[src/rtl/frame_ptr_ctrl_if.sv]
// Request handshake and register-file control bundle for the frame-pointer controller.
interface frame_ptr_ctrl_if;
  logic       Op_Valid;
  logic       Op_Call;
  logic [2:0] Op_Shift;
  logic       Op_Ready;
  logic [2:0] Actual_Rd;
  logic [2:0] Actual_Rs;
  logic [2:0] Actual_Rm;
  logic [3:0] Rd_Addr;
  logic [3:0] Rs_Addr;
  logic [3:0] Rm_Addr;
  logic [3:0] New_FP;
  logic       FP_move;
  logic       FP_push_up;
  logic [3:0] Cur_FP;
  logic [3:0] Depth;
  logic       Fault;
  logic [1:0] Fault_Code;
  logic       Fault_Clr;

  modport slave (
    input  Op_Valid, Op_Call, Op_Shift, Actual_Rd, Actual_Rs, Actual_Rm, Fault_Clr,
    output Op_Ready, Rd_Addr, Rs_Addr, Rm_Addr, New_FP, FP_move, FP_push_up,
           Cur_FP, Depth, Fault, Fault_Code
  );

  modport master (
    output Op_Valid, Op_Call, Op_Shift, Actual_Rd, Actual_Rs, Actual_Rm, Fault_Clr,
    input  Op_Ready, Rd_Addr, Rs_Addr, Rm_Addr, New_FP, FP_move, FP_push_up,
           Cur_FP, Depth, Fault, Fault_Code
  );
endinterface

[src/rtl/frame_ptr_ctrl.sv]
// Frame-pointer controller: window-relative operand translation plus CALL/RTN
// window moves with a saved-FP stack and sticky fault reporting.
module frame_ptr_ctrl #(
  parameter int unsigned STACK_DEPTH = 8,
  parameter int unsigned FP_MAX      = 8
) (
  input logic              Clock,
  input logic              Reset_n,
  frame_ptr_ctrl_if.slave  bus
);

  localparam logic [0:0] ST_IDLE = 1'b0;
  localparam logic [0:0] ST_MOVE = 1'b1;

  localparam logic [1:0] FC_OVERFLOW  = 2'd1;
  localparam logic [1:0] FC_UNDERFLOW = 2'd2;
  localparam logic [1:0] FC_RANGE     = 2'd3;

  logic [0:0] state_q, state_d;
  logic [3:0] cur_fp_q, cur_fp_d;
  logic [3:0] new_fp_q, new_fp_d;
  logic       push_up_q, push_up_d;
  logic [3:0] depth_q, depth_d;
  logic       fault_q, fault_d;
  logic [1:0] code_q, code_d;

  logic [3:0] stack_q [16];
  logic       push_en;
  logic       accept;
  logic       fault_new;
  logic [1:0] code_new;
  logic [4:0] call_target;

  assign accept      = bus.Op_Valid && (state_q == ST_IDLE);
  assign call_target = {1'b0, cur_fp_q} + {2'b00, bus.Op_Shift};

  always_comb begin
    state_d   = state_q;
    cur_fp_d  = cur_fp_q;
    new_fp_d  = new_fp_q;
    push_up_d = push_up_q;
    depth_d   = depth_q;
    fault_d   = fault_q;
    code_d    = code_q;
    push_en   = 1'b0;
    fault_new = 1'b0;
    code_new  = '0;

    if (state_q == ST_MOVE) begin
      cur_fp_d = new_fp_q;
      state_d  = ST_IDLE;
    end else if (accept) begin
      if (bus.Op_Call) begin
        if (depth_q == STACK_DEPTH[3:0]) begin
          fault_new = 1'b1;
          code_new  = FC_OVERFLOW;
        end else if (bus.Op_Shift == 3'd0 || call_target > FP_MAX[4:0]) begin
          fault_new = 1'b1;
          code_new  = FC_RANGE;
        end else begin
          push_en   = 1'b1;
          depth_d   = depth_q + 4'd1;
          new_fp_d  = call_target[3:0];
          push_up_d = 1'b0;
          state_d   = ST_MOVE;
        end
      end else begin
        if (depth_q == 4'd0) begin
          fault_new = 1'b1;
          code_new  = FC_UNDERFLOW;
        end else begin
          depth_d   = depth_q - 4'd1;
          new_fp_d  = stack_q[depth_q - 4'd1];
          push_up_d = 1'b1;
          state_d   = ST_MOVE;
        end
      end
    end

    // A fault raised in the same cycle as Fault_Clr takes priority over the clear.
    if (fault_new) begin
      fault_d = 1'b1;
      code_d  = code_new;
    end else if (bus.Fault_Clr) begin
      fault_d = 1'b0;
      code_d  = '0;
    end
  end

  always_ff @(posedge Clock or negedge Reset_n) begin
    if (!Reset_n) begin
      state_q   <= ST_IDLE;
      cur_fp_q  <= '0;
      new_fp_q  <= '0;
      push_up_q <= 1'b0;
      depth_q   <= '0;
      fault_q   <= 1'b0;
      code_q    <= '0;
    end else begin
      state_q   <= state_d;
      cur_fp_q  <= cur_fp_d;
      new_fp_q  <= new_fp_d;
      push_up_q <= push_up_d;
      depth_q   <= depth_d;
      fault_q   <= fault_d;
      code_q    <= code_d;
    end
  end

  // Stack contents are don't-care after reset, so no reset branch here.
  always_ff @(posedge Clock) begin
    if (push_en) stack_q[depth_q] <= cur_fp_q;
  end

  assign bus.Op_Ready   = (state_q == ST_IDLE);
  assign bus.FP_move    = (state_q == ST_MOVE);
  assign bus.FP_push_up = push_up_q;
  assign bus.New_FP     = new_fp_q;
  assign bus.Cur_FP     = cur_fp_q;
  assign bus.Depth      = depth_q;
  assign bus.Fault      = fault_q;
  assign bus.Fault_Code = code_q;
  assign bus.Rd_Addr    = cur_fp_q + {1'b0, bus.Actual_Rd};
  assign bus.Rs_Addr    = cur_fp_q + {1'b0, bus.Actual_Rs};
  assign bus.Rm_Addr    = cur_fp_q + {1'b0, bus.Actual_Rm};

endmodule

[src/flat_wrapper.sv]
// flat-port wrapper written by rule: the top's interface ports become plain ports
module frame_ptr_ctrl_flat 
#(
  parameter int unsigned STACK_DEPTH = 8,
  parameter int unsigned FP_MAX      = 8
)
  (Clock, Reset_n, bus_Op_Valid, bus_Op_Call, bus_Op_Shift, bus_Actual_Rd, bus_Actual_Rs, bus_Actual_Rm, bus_Fault_Clr, bus_Op_Ready, bus_Rd_Addr, bus_Rs_Addr, bus_Rm_Addr, bus_New_FP, bus_FP_move, bus_FP_push_up, bus_Cur_FP, bus_Depth, bus_Fault, bus_Fault_Code);
  frame_ptr_ctrl_if bus_i ();
  input logic Clock;
  input logic Reset_n;
  input wire logic [$bits(bus_i.Op_Valid)-1:0] bus_Op_Valid;
  input wire logic [$bits(bus_i.Op_Call)-1:0] bus_Op_Call;
  input wire logic [$bits(bus_i.Op_Shift)-1:0] bus_Op_Shift;
  input wire logic [$bits(bus_i.Actual_Rd)-1:0] bus_Actual_Rd;
  input wire logic [$bits(bus_i.Actual_Rs)-1:0] bus_Actual_Rs;
  input wire logic [$bits(bus_i.Actual_Rm)-1:0] bus_Actual_Rm;
  input wire logic [$bits(bus_i.Fault_Clr)-1:0] bus_Fault_Clr;
  output wire logic [$bits(bus_i.Op_Ready)-1:0] bus_Op_Ready;
  output wire logic [$bits(bus_i.Rd_Addr)-1:0] bus_Rd_Addr;
  output wire logic [$bits(bus_i.Rs_Addr)-1:0] bus_Rs_Addr;
  output wire logic [$bits(bus_i.Rm_Addr)-1:0] bus_Rm_Addr;
  output wire logic [$bits(bus_i.New_FP)-1:0] bus_New_FP;
  output wire logic [$bits(bus_i.FP_move)-1:0] bus_FP_move;
  output wire logic [$bits(bus_i.FP_push_up)-1:0] bus_FP_push_up;
  output wire logic [$bits(bus_i.Cur_FP)-1:0] bus_Cur_FP;
  output wire logic [$bits(bus_i.Depth)-1:0] bus_Depth;
  output wire logic [$bits(bus_i.Fault)-1:0] bus_Fault;
  output wire logic [$bits(bus_i.Fault_Code)-1:0] bus_Fault_Code;
  assign bus_i.Op_Valid = bus_Op_Valid;
  assign bus_i.Op_Call = bus_Op_Call;
  assign bus_i.Op_Shift = bus_Op_Shift;
  assign bus_i.Actual_Rd = bus_Actual_Rd;
  assign bus_i.Actual_Rs = bus_Actual_Rs;
  assign bus_i.Actual_Rm = bus_Actual_Rm;
  assign bus_i.Fault_Clr = bus_Fault_Clr;
  assign bus_Op_Ready = bus_i.Op_Ready;
  assign bus_Rd_Addr = bus_i.Rd_Addr;
  assign bus_Rs_Addr = bus_i.Rs_Addr;
  assign bus_Rm_Addr = bus_i.Rm_Addr;
  assign bus_New_FP = bus_i.New_FP;
  assign bus_FP_move = bus_i.FP_move;
  assign bus_FP_push_up = bus_i.FP_push_up;
  assign bus_Cur_FP = bus_i.Cur_FP;
  assign bus_Depth = bus_i.Depth;
  assign bus_Fault = bus_i.Fault;
  assign bus_Fault_Code = bus_i.Fault_Code;
  frame_ptr_ctrl #(.STACK_DEPTH(STACK_DEPTH), .FP_MAX(FP_MAX)) u_core (.Clock(Clock), .Reset_n(Reset_n), .bus(bus_i));
endmodule
[config.mk]
export PLATFORM = sky130hd
export DESIGN_NAME = frame_ptr_ctrl_flat
export DESIGN_NICKNAME = d
export VERILOG_FILES = /design/src/rtl/frame_ptr_ctrl_if.sv /design/src/rtl/frame_ptr_ctrl.sv /design/src/flat_wrapper.sv
export SDC_FILE = /design/constraint.sdc
export NUM_CORES = 1
export LEC_CHECK = 0
export ABC_AREA = 1
export ABC_CLOCK_PERIOD_IN_PS = 3000
export CORE_MARGIN = 4
export CORE_UTILIZATION = 26
export CTS_CLUSTER_DIAMETER = 150
export DETAILED_ROUTE_END_ITERATION = 6
export PLACE_DENSITY_LB_ADDON = 0.3
export SYNTH_ARGS = -nofsm -noshare
export SYNTH_HDL_FRONTEND = slang
export SYNTH_SLANG_ARGS = --single-unit
[constraint.sdc]
create_clock -name Clock -period 3 [get_ports Clock]
set_clock_uncertainty 0.1 [all_clocks]
set_input_delay 0.9 -clock Clock [delete_from_list [all_inputs] [get_ports Clock]]
set_output_delay 0.9 -clock Clock [all_outputs]
set_load 0.02 [all_outputs]
**After elaboration in Yosys (flattened, before gate mapping)**

Memory sizes are Yosys's and may differ from the RTL's.
Index checks and enable logic that the tools add are counted.
W data, S select, Z words.

- Output and inout port bits: 30
- Logic and storage cells: 65
- Memories: 1
- Input bits: 17
- RAM bits: 64
- Register bits: 17

- Bitwise logic cells: 1
- Reductions and logical operators: 6
- Mux-type cells: 39
- Equality and inequality tests: 4
- Magnitude comparators: 1
- Add/subtract/negate cells: 6

Memories:

| memory | words | width | read ports | clocked after Yosys merged registers in | write ports | line | source |
|---|---|---|---|---|---|---|---|
| u_core.stack_q | 16 | 4 | 1 | 0 | 1 | frame_ptr_ctrl.sv:27 | `logic [3:0] stack_q [16];` |

Operators by type and width:

| operator | number |
|---|---|
| $mux W4 | 8 |
| $mux W1 | 23 |
| $mux W2 | 8 |
| $add A4 B3 Y4 | 3 |
| $ne A2 B2 Y1 const B | 3 |
| $add A4 B3 Y5 | 1 |
| $gt A5 B4 Y1 const B | 1 |
| $reduce_and A5 Y1 | 1 |
| $add A4 B1 Y4 const B | 1 |
| $eq A4 B4 Y1 const B | 1 |
| $logic_not A4 Y1 | 1 |
| $sub A4 B1 Y4 const B | 1 |
| $logic_not A3 Y1 | 1 |
| $reduce_bool A2 Y1 | 1 |
| $logic_and A1 B1 Y1 | 1 |
| $logic_or A1 B1 Y1 | 1 |
| $not A1 Y1 | 1 |

**Logic depth before layout (Yosys ltp)**

- Depth after elaboration: 10
- Depth in mapped cells: 16
- Depth with buffers taken out: 14

**Worst setup path before layout**

No wires, ideal clock.

- Kind: input -> register
- Start point: input bus_Op_Shift[0]
- End point: memory u_core.stack_q[1][0], enable pin
- Setup time: 329 ps
- Path buffers: 0
- Required time: 2571 ps
- Stages on the path: 13
- Arrival time: 2558 ps
- Slack: 13 ps
- Cell sequence: ha_1 inv_1 fa_1 inv_1 nor2_1 nand3_1 nand3_2 nand3_2 nand2_2 nand2_4 nor2_8 nand2_4 nor2_1

- Word-level cells in the longest chain between the ends: 10

Ends and longest elaborated chain:

| element | line | source |
|---|---|---|
| start: declaration | flat_wrapper.sv:13 | `input wire logic [$bits(bus_i.Op_Shift)-1:0] bus_Op_Shift;` |
| $add A4 B3 Y5 | frame_ptr_ctrl.sv:35 | `assign call_target = {1'b0, cur_fp_q} + {2'b00, bus.Op_Shift};` |
| $gt A5 B4 Y1 | frame_ptr_ctrl.sv:57 | `end else if (bus.Op_Shift == 3'd0 \|\| call_target > FP_MAX[4:0]) begin` |
| $logic_or A1 B1 Y1 (*) | frame_ptr_ctrl.sv:57 |  |
| $mux W1 (*) | frame_ptr_ctrl.sv:57 |  |
| $mux W1 (*) | frame_ptr_ctrl.sv:54 | `if (depth_q == STACK_DEPTH[3:0]) begin` |
| $mux W1 (*) | frame_ptr_ctrl.sv:53 | `if (bus.Op_Call) begin` |
| $mux W1 (*) | frame_ptr_ctrl.sv:52 | `end else if (accept) begin` |
| $mux W1 (*) | frame_ptr_ctrl.sv:49 | `if (state_q == ST_MOVE) begin` |
| $mux W1 (*) | frame_ptr_ctrl.sv:112 | `if (push_en) stack_q[depth_q] <= cur_fp_q;` |
| $mux W1 (not written as such) (*) | frame_ptr_ctrl.sv:112 |  |
| end: declaration | frame_ptr_ctrl.sv:27 |  |

Every way passes the cells marked *; elsewhere a longest branch is shown, timed or not.

**Worst setup path in the final report**

- Start point: input bus_Actual_Rm[2]
- End point: output bus_Rm_Addr[3]

- Word-level cells in the longest chain between the ends: 1

Ends and longest elaborated chain:

| element | line | source |
|---|---|---|
| start: declaration | flat_wrapper.sv:16 | `input wire logic [$bits(bus_i.Actual_Rm)-1:0] bus_Actual_Rm;` |
| $add A4 B3 Y4 | frame_ptr_ctrl.sv:125 | `assign bus.Rm_Addr = cur_fp_q + {1'b0, bus.Actual_Rm};` |
| end: declaration | flat_wrapper.sv:21 | `output wire logic [$bits(bus_i.Rm_Addr)-1:0] bus_Rm_Addr;` |

No other way between the ends.

==> impl_metrics.json <==
{
  "run_status": "finished clean",
  "report.final.slew_viol_count": 0,
  "synth.top_cell.area_share_pct": 47.3,
  "proportion_of_layout_cells_with_a_drive_suffix_above_1_pct": 26.1,
  "portBuffers": 46,
  "p_seq_share_pct": 27.4,
  "worst_hold_path.num_cells": 2,
  "powerDensity_nw_per_um2": 1080,
  "max_freq_mhz": 340,
  "ctsRootBufferMaster": "sky130_fd_sc_hd__clkbuf_16",
  "path_class": "primary input to output port",
  "die_area_sq_um": 17700,
  "worstSetupEndpointType": "output port",
  "share_clk_of_total_power_pct": 17.8,
  "total_wire_length_after_detailed_routing_um": 10200,
  "antenna_found_initial": 0,
  "synth.largest_area_cell": "sky130_fd_sc_hd__edfxtp_1",
  "fp-row-count": 45,
  "drtIter0Drc": 200,
  "peakVddDrop_v": 0.000587,
  "post-route-period-util_pct": 97.9,
  "die-height_um": 133,
  "cts_tree": "built",
  "timing.final.crit_period_ps": 2940,
  "cts_num_sinks": 81,
  "critPathArrivalTime_ps": 1940,
  "postCtsHoldBufs": 0,
  "synth_cell_types": 27,
  "p_comb_share_pct": 54.8,
  "via_count_of_the_first_global_routing_pass": 3148,
  "core_area_sq_um": 15300,
  "cts.clk_slew.worst_paths_ps": 60,
  "fp.dieW_um": 133,
  "finish.cell_count_without_fillers": 710,
  "fin_tns_setup_ps": 0,
  "synth_top_cells_by_area": "sky130_fd_sc_hd__edfxtp_1, sky130_fd_sc_hd__dfrtp_1, sky130_fd_sc_hd__nor2_1",
  "worstRegToRegCells": 12,
  "placed_cells": 688,
  "grt_overflow": 0,
  "critical_path_required_ps": 2000,
  "cts_htree_levels": 3,
  "vias": 3039,
  "groute.usage.overall_pct": 11.8,
  "final_nets": 533,
  "route.detailed.vias_per_inst": 4.28,
  "synth_register_bits": 81,
  "power_switching_share_pct": 43.1,
  "largest_net_degree_at_the_start_of_global_routing": 36,
  "floorplan.initialDensity_pct": 26.6,
  "yosysSeqAreaShare_pct": 57.8,
  "diodes": 0,
  "netlist_area_sq_um": 4060,
  "routedWlPerCell_um": 14.4,
  "grt_pass1_wl_um": 16600,
  "cp_max_fo": 3,
  "internal-power_mw": 3.40,
  "ys.warnings.count": 0,
  "p_sw_mw": 2.57,
  "areaGrowthSynthToFinish_pct": 36.4,
  "p_leak_nw": 2.26,
  "clk-insertion-delay-late_ps": 330,
  "worst_hold_path_type": "register to register",
  "synthCells": 400,
  "kind_of_launch_point_of_the_worst_setup_path": "primary input",
  "post_route_hold_slack_ps": 379,
  "post-dp-hpwl_um": 7040,
  "final-setup-viol-count": 0,
  "finalWeightedCongestion": 0.769,
  "drt-pass1-iter-count": 4,
  "route.antenna.remaining_nets": 0,
  "cap_violations": 0,
  "detailed_route_drc_error_count": 0,
  "design.portCount": 47,
  "clk_path_buf_depth": 2,
  "utilization_pct": 36.3,
  "finalHoldViolations": 0,
  "post_synth.cell_area_avg_sq_um": 10.2,
  "number_of_clock_buffers_inserted_by_tritoncts": 9
}
cell families after synthesis:
logic type | synth area share, %
buffers and inverters | 4.93
other | 0.0923
AND/OR/NAND/NOR | 21.5
XOR/XNOR | 3.02
adder cells (fa/ha/maj) | 7.21
flip-flops | 57.8
AO/OA/AOI/OAI | 5.42
synthesized netlist by cell type:
| master | instances |
|---|---|
| sky130_fd_sc_hd__xnor2_1 | 4 |
| sky130_fd_sc_hd__nand2_2 | 1 |
| sky130_fd_sc_hd__buf_6 | 1 |
| sky130_fd_sc_hd__nand2_4 | 5 |
| sky130_fd_sc_hd__nand2_1 | 58 |
| sky130_fd_sc_hd__fa_1 | 4 |
| sky130_fd_sc_hd__inv_2 | 6 |
| sky130_fd_sc_hd__o21ai_1 | 2 |
| sky130_fd_sc_hd__nor2_1 | 86 |
| sky130_fd_sc_hd__nor2_8 | 1 |
| sky130_fd_sc_hd__edfxtp_1 | 64 |
| sky130_fd_sc_hd__o21ai_0 | 37 |
| sky130_fd_sc_hd__nor3_1 | 1 |
| sky130_fd_sc_hd__xnor2_4 | 1 |
| sky130_fd_sc_hd__xor2_1 | 5 |
| sky130_fd_sc_hd__inv_1 | 25 |
| sky130_fd_sc_hd__xor2_2 | 1 |
| sky130_fd_sc_hd__ha_1 | 17 |
| sky130_fd_sc_hd__clkbuf_2 | 2 |
| sky130_fd_sc_hd__a21oi_1 | 5 |
| sky130_fd_sc_hd__buf_4 | 3 |
| sky130_fd_sc_hd__nand3_1 | 40 |
| sky130_fd_sc_hd__nand3_2 | 4 |
| sky130_fd_sc_hd__conb_1 | 1 |
| sky130_fd_sc_hd__nand4_1 | 1 |
| sky130_fd_sc_hd__buf_2 | 8 |
| sky130_fd_sc_hd__dfrtp_1 | 17 |
cell type report:
type | instances | area (sq um)
Clock buffer | 10 | 229
Clock inverter | 5 | 56.3
Fill cell | 1560 | 9720
Inverter | 31 | 116
Multi-Input combinational cell | 277 | 1700
Sequential cell | 81 | 2350
Tap cell | 211 | 264
Timing Repair Buffer | 95 | 825
metal layers:
layer | GRT usage [%] | routed length, um | part of all wire (%)
met1 | 15.8 | 4780 | 47
met2 | 19.2 | 4870 | 48
met3 | 2.85 | 454 | 4.4
met4 | 3.46 | 110 | 1.1
met5 | 0 | 0 | 0
power by group through the flow:
stage	Sequential [mW]	Combinational, mW	Clock, mW
final	1.64	3.27	1.06
after global routing	1.67	3.62	1.14
after CTS	1.64	3.20	1.09
after detailed placement	1.65	3.12	0
after global placement	1.65	3.11	0
after floorplan	1.75	1.80	0
state kept, by name, indices dropped and copies added (netlist names):
register / count
u_core.stack_q: 64
u_core.bus.Cur_FP: 4
u_core.bus.Depth: 4
u_core.bus.New_FP: 4
u_core.bus.Fault_Code: 2
u_core.bus.FP_move: 1
u_core.bus.FP_push_up: 1
u_core.bus.Fault: 1
worst paths after layout:
check / startpoint / slack [ps] / end
min: u_core.bus.Fault$_DFFE_PN0P_ / 380 / u_core.bus.Fault$_DFFE_PN0P_
max in group asynchronous: Reset_n / 1790 / u_core.bus.Cur_FP[0]$_DFFE_PN0P_
max reg2reg: u_core.bus.Cur_FP[2]$_DFFE_PN0P_ / 150 / u_core.stack_q[14][0]$_DFFE_PP_
max: bus_Actual_Rm[2] / 60 / bus_Rm_Addr[3]
min in group asynchronous: Reset_n / 790 / u_core.bus.FP_move$_DFF_PN0_
min reg2reg: u_core.bus.Fault$_DFFE_PN0P_ / 380 / u_core.bus.Fault$_DFFE_PN0P_
critical path, stage by stage:
cell and delay (ps):
sky130_fd_sc_hd__dlygate4sd2_1 270, sky130_fd_sc_hd__ha_4 230, sky130_fd_sc_hd__a21oi_1 140, sky130_fd_sc_hd__nand2_1 70
sky130_fd_sc_hd__xor2_1 140, sky130_fd_sc_hd__buf_4 180
repair_timing:
action | 4_1_cts | 5_1_grt
gates resized for setup | 87 | 40
setup endpoints to repair | 75 | 70
cloned | 0 | 0
buffers inserted | 5 | 2
pin swaps | 12 | 18
per-stage QoR:
step	cell area (sq um)	power (mW)	setup slack [ps]
floorplan	4070	3.56	12.9
global placement	5030	4.75	-737
detailed placement	5030	4.77	-745
CTS	5410	5.93	8.15
global route	5540	6.43	-3.03
finish	5540	5.97	63.1
layout by cell type (no fill, tap or decap), types with 4 or more instances in the layout:
master and count:
sky130_fd_sc_hd__dlygate4sd2_1 6, sky130_fd_sc_hd__edfxtp_1 64, sky130_fd_sc_hd__nor2_2 7, sky130_fd_sc_hd__clkbuf_16 9, sky130_fd_sc_hd__conb_1 4, sky130_fd_sc_hd__ha_4 5, sky130_fd_sc_hd__nor2_4 7, sky130_fd_sc_hd__dfrtp_1 16
sky130_fd_sc_hd__nor2_1 72, sky130_fd_sc_hd__nand3_2 4, sky130_fd_sc_hd__inv_2 13, sky130_fd_sc_hd__a21oi_1 4, sky130_fd_sc_hd__clkdlybuf4s50_1 25, sky130_fd_sc_hd__buf_4 48, sky130_fd_sc_hd__xor2_1 5, sky130_fd_sc_hd__ha_1 9
sky130_fd_sc_hd__nand3_1 40, sky130_fd_sc_hd__nand2_1 58, sky130_fd_sc_hd__o21ai_0 37, sky130_fd_sc_hd__inv_1 18, sky130_fd_sc_hd__buf_6 11
Note: power is estimated with default switching activity, not from simulation.
==> edit 1 (same flow settings) <==
Reset style: synchronous (`Reset_n`), changed in one clocked block.
--- a/src/rtl/frame_ptr_ctrl.sv
+++ b/src/rtl/frame_ptr_ctrl.sv
@@ -89,3 +89,3 @@
 
-  always_ff @(posedge Clock or negedge Reset_n) begin
+  always_ff @(posedge Clock) begin
     if (!Reset_n) begin
Check against the original RTL: differs if Reset_n is asserted again (counterexample within 4 cycles, from zero or initial values and one cycle with Reset_n low); with Reset_n held inactive, the same outputs for 4 cycles.
==> edit 1 against the original RTL <==
Routed wire length fell by 3.7%; setup slack lost 36 ps; fmax shrank 1.2%; sequential cell count stayed put; design area down 1.2%; synthesized area grew 1.3%; critical path type unchanged; largest cell class unchanged.
Power is not compared: it rests on default switching activity, and its combinational part moved more than twofold at a synthesized area within 25%.
==> edit 1: results (changes against the original RTL) <==
Status
  • Status: complete, no violations

Final layout
  • Ant diodes: 0 (unchanged)
  • Fill cells: 1531 (-1.9%)
  • Share of layout cells above drive strength 1: 23.8% (-2.3 points)

Routing
  • First DRT Iteration DRCs: 246 (+23%)
  • Total number of vias: 3046 (+0.23%)
  • Avg WL per Cell: 13.6 µm (-5.6%)

Critical path
  • Path depth of the worst reg2reg path: 13 (+1)
  • Worst Path Max Fanout: 1 (-2)
  • Critical Path Max Stage Delay: 600 ps (+330 ps)
  • CP max-delay cell: clkdlybuf4s50_1
  • RR Endpoint: u_core.stack_q[5][3]$_DFFE_PP_
  • RR Startpoint: u_core.bus.Cur_FP[0]$_SDFFE_PN0P_
  • Critical Path AT: 1970 ps (+30 ps)

Synthesis
  • Yosys cell types: 34 (+26%)
  • Seq/Total Area, Yosys: 55.0% (-2.8 points)
  • Asr flop ratio synth: 0% (-21 points)
  • Most frequent cells after synthesis: nand2_1 (83), nor2_1 (81), edfxtp_1 (64)
  • Synth area leaders: edfxtp_1 (47%), dfxtp_1 (8.3%), nand2_1 (7.6%), nor2_1 (7.4%), ha_1 (5.2%)

Global route
  • GRT Total Usage: 11.7% (-0.12 points)
  • First-pass GRT wire length: 16.6 mm (-0.16%)
  • Largest net degree at the start of global routing: 37 (+2.8%)

Worst hold path
  • Worst hold start: u_core.bus.Fault$_SDFFE_PN0P_

Place
  • Dpl ws: -736 ps (+8.64 ps)
  • Dpl cell area: 0.00504 mm² (+0.17%)

Timing
  • Hold Slack: 376 ps (-3.44 ps)

Clock tree
  • Num CTS Buffers: 9 (unchanged)
==> edit 1: worst max path at each step <==
stage / startpoint / end / slack, ps / depth (start not counted)
after floorplan: u_core.bus.Cur_FP[1]$_SDFFE_PN0P_ / bus_Rd_Addr[2] / 120 / 3
after global placement: bus_Actual_Rs[0] / bus_Rs_Addr[2] / -730 / 6
after detailed placement: bus_Actual_Rs[0] / bus_Rs_Addr[2] / -740 / 6
after CTS: bus_Op_Shift[0] / u_core.stack_q[7][2]$_DFFE_PP_ / -30 / 13
after global routing: bus_Actual_Rs[0] / bus_Rs_Addr[0] / 2 / 3
final: bus_Actual_Rs[0] / bus_Rs_Addr[0] / 30 / 3
==> edit 1: what timing repair did <==
item,CTS,global route
hold buffers,0,0
buffers inserted,2,1
resized for setup,82,27
pin swaps,4,5
setup endpoints to repair,60,75
==> edit 1: cells by family (layout without fill, tap and decap cells) <==
group / Yosys count / count (layout) / share of synthesized area, %
xor+xnor: 12 / 12 / 3.65
flops: 81 / 81 / 55.0
compound gates: 50 / 50 / 6.35
other cells: 1 / 4 / 0.0911
simple gates: 208 / 208 / 21.8
buf+inv: 47 / 137 / 5.99
fa+ha+maj: 21 / 21 / 7.11
==> edit 1: metrics by stage <==
stage | TNS, ps | utilization [%]
detailed placement | -32360 | 32.8
floorplan | 0 | -
global placement | -32830 | 32.8
CTS | -337 | 35.1
global route | 0 | 35.6
finish | 0 | 35.6
==> edit 1: metal layers <==
metal  global-route usage, %  vias to the layer above  wire length, µm
met1                    15.2                     1388             4390
li1                        -                     1574                -
met3                    3.08                       12              574
met4                    3.60                        0              128
met2                    19.3                       72             4740
met5                       0                        -                0
==> edit 1: cell type report <==
class	count	area, µm²	share of cell area, %
sequential	81	2260	41.3
multi-input combinational	295	1750	32.0
timing repair buffer	89	763	13.9
tap	211	264	4.82
clock buffer	10	229	4.18
inverter	32	138	2.51
clock inverter	6	66.3	1.21
==> edit 1: power groups by stage <==
stage | logic, µW | clock network [µW] | registers, µW
finish | 1450 | 1080 | 1340
global route | 1620 | 1160 | 1350
CTS | 1430 | 1100 | 1350
detailed placement | 1420 | 0 | 1370
global placement | 1420 | 0 | 1370
floorplan | 869 | 0 | 1420
==> edit 1: critical path, delay by kind of cell <==
kind / cells / cell delay, ps
buffers and inverters: 2 / 770
adder cells (fa/ha/maj): 1 / 310
==> edit 2 (config.mk and constraints unchanged) <==
Without the edit above. `FP_MAX` is set to 8 in 2 places; all go to 6.
--- a/src/rtl/frame_ptr_ctrl.sv
+++ b/src/rtl/frame_ptr_ctrl.sv
@@ -4,3 +4,3 @@
   parameter int unsigned STACK_DEPTH = 8,
-  parameter int unsigned FP_MAX      = 8
+  parameter int unsigned FP_MAX      = 6
 ) (
--- a/src/flat_wrapper.sv
+++ b/src/flat_wrapper.sv
@@ -4,3 +4,3 @@
   parameter int unsigned STACK_DEPTH = 8,
-  parameter int unsigned FP_MAX      = 8
+  parameter int unsigned FP_MAX      = 6
 )
Formal check against the unedited RTL: not equivalent (Yosys sat finds a counterexample within 4 cycles, from zero or initial values and one cycle with Reset_n low).
==> edit 2 against the original RTL <==
Design area fell by 0.41%; critical endpoint is now bus_Rm_Addr[0]; setup slack got worse by 37 ps; highest routed layer unchanged; non-clock buffer count fell by 2; synthesized cell count fell by 1.3%; core utilization rose by 0.12 points; sequential cell count did not move; largest power group unchanged; routed wire length fell by 0.41%; critical path type unchanged; global-route usage rose by 0.38 points; synthesized area fell by 1.5%; power fell by 0.96%.
==> edit 2: results (changes against the original RTL) <==
Synthesis
  • Synth Area in Compound Gates: 4.94% (-0.48 points)
  • Post-synthesis adder-cell area fraction: 7.32% (+0.11 points)
  • Yosys cell types: 31 (+15%)
  • Xor-xnor portion of the synthesized cell area: 3.06% (+0.045 points)

Critical path
  • R2r setup slk: 180 ps (+30 ps)
  • CP max-delay cell: clkdlybuf4s50_1
  • Critical Path Max Stage Delay: 600 ps (+330 ps)

Global route
  • GRT Total Usage: 12.2% (+0.38 points)
  • Met1 GRT Util: 15.4% (-0.33 points)
  • Largest net degree at the start of global routing: 37 (+2.8%)
  • Number of global-route vias before repair: 3226 (+2.5%)
  • Met2 Resource Use GR: 20.7% (+1.5 points)

Routing
  • First DRT Iteration DRCs: 206 (+3.0%)
  • Drt pass-1 iters: 5 (+1)
  • DR vias/cell: 4.52 (+5.6%)
  • Wire length on met2: 5.00 mm (+2.6%)
  • WL final: 10.2 mm (-0.41%)

Power and ir drop
  • Clk pwr share: 18.4% (+0.6 points)
  • Leak: 0.00225 µW (-0.61%)

Timing
  • Hold Slack: 386 ps (+6.49 ps)

Place
  • DP Cell Count: 662 (-3.8%)
  • Placer Congestion: 0.822 (+6.8%)

Final layout
  • Multi-input combinational area share: 30.7% (-0.056 points)
  • Fill cells: 1500 (-3.8%)
  • Non-clock buffer share: 15.0% (+0.13 points)
  • Clock network share of area: 5.42% (+0.27 points)
  • Multi-In Gates: 275 (-0.72%)

Status
  • Status: complete, no violations
edit 2: what timing repair did:
item                                    4_1_cts  5_1_grt
pin swaps                                     9       11
resized for setup                            88       45
setup buffers                                 3        2
endpoints found under the setup margin       83       75
edit 2: worst paths after layout:
kind | cells past startpoint | endpoint | startpoint
worst max-delay path | 3 | bus_Rm_Addr[0] | bus_Actual_Rm[0]
worst min register to register | 2 | u_core.bus.Fault$_DFFE_PN0P_ | u_core.bus.Fault$_DFFE_PN0P_
min in group asynchronous | 1 | u_core.bus.Depth[2]$_DFFE_PN0P_ | Reset_n
max in group asynchronous | 1 | u_core.bus.Cur_FP[1]$_DFFE_PN0P_ | Reset_n
worst min-delay path | 2 | u_core.bus.Fault$_DFFE_PN0P_ | u_core.bus.Fault$_DFFE_PN0P_
worst max register to register | 12 | u_core.stack_q[15][2]$_DFFE_PP_ | u_core.bus.Cur_FP[0]$_DFFE_PN0P_
edit 2: worst min-delay path, cell delays in order (launching register included):
cell and delay (ps):
dfrtp_1 350, nand2_1 60, nand2_1 50
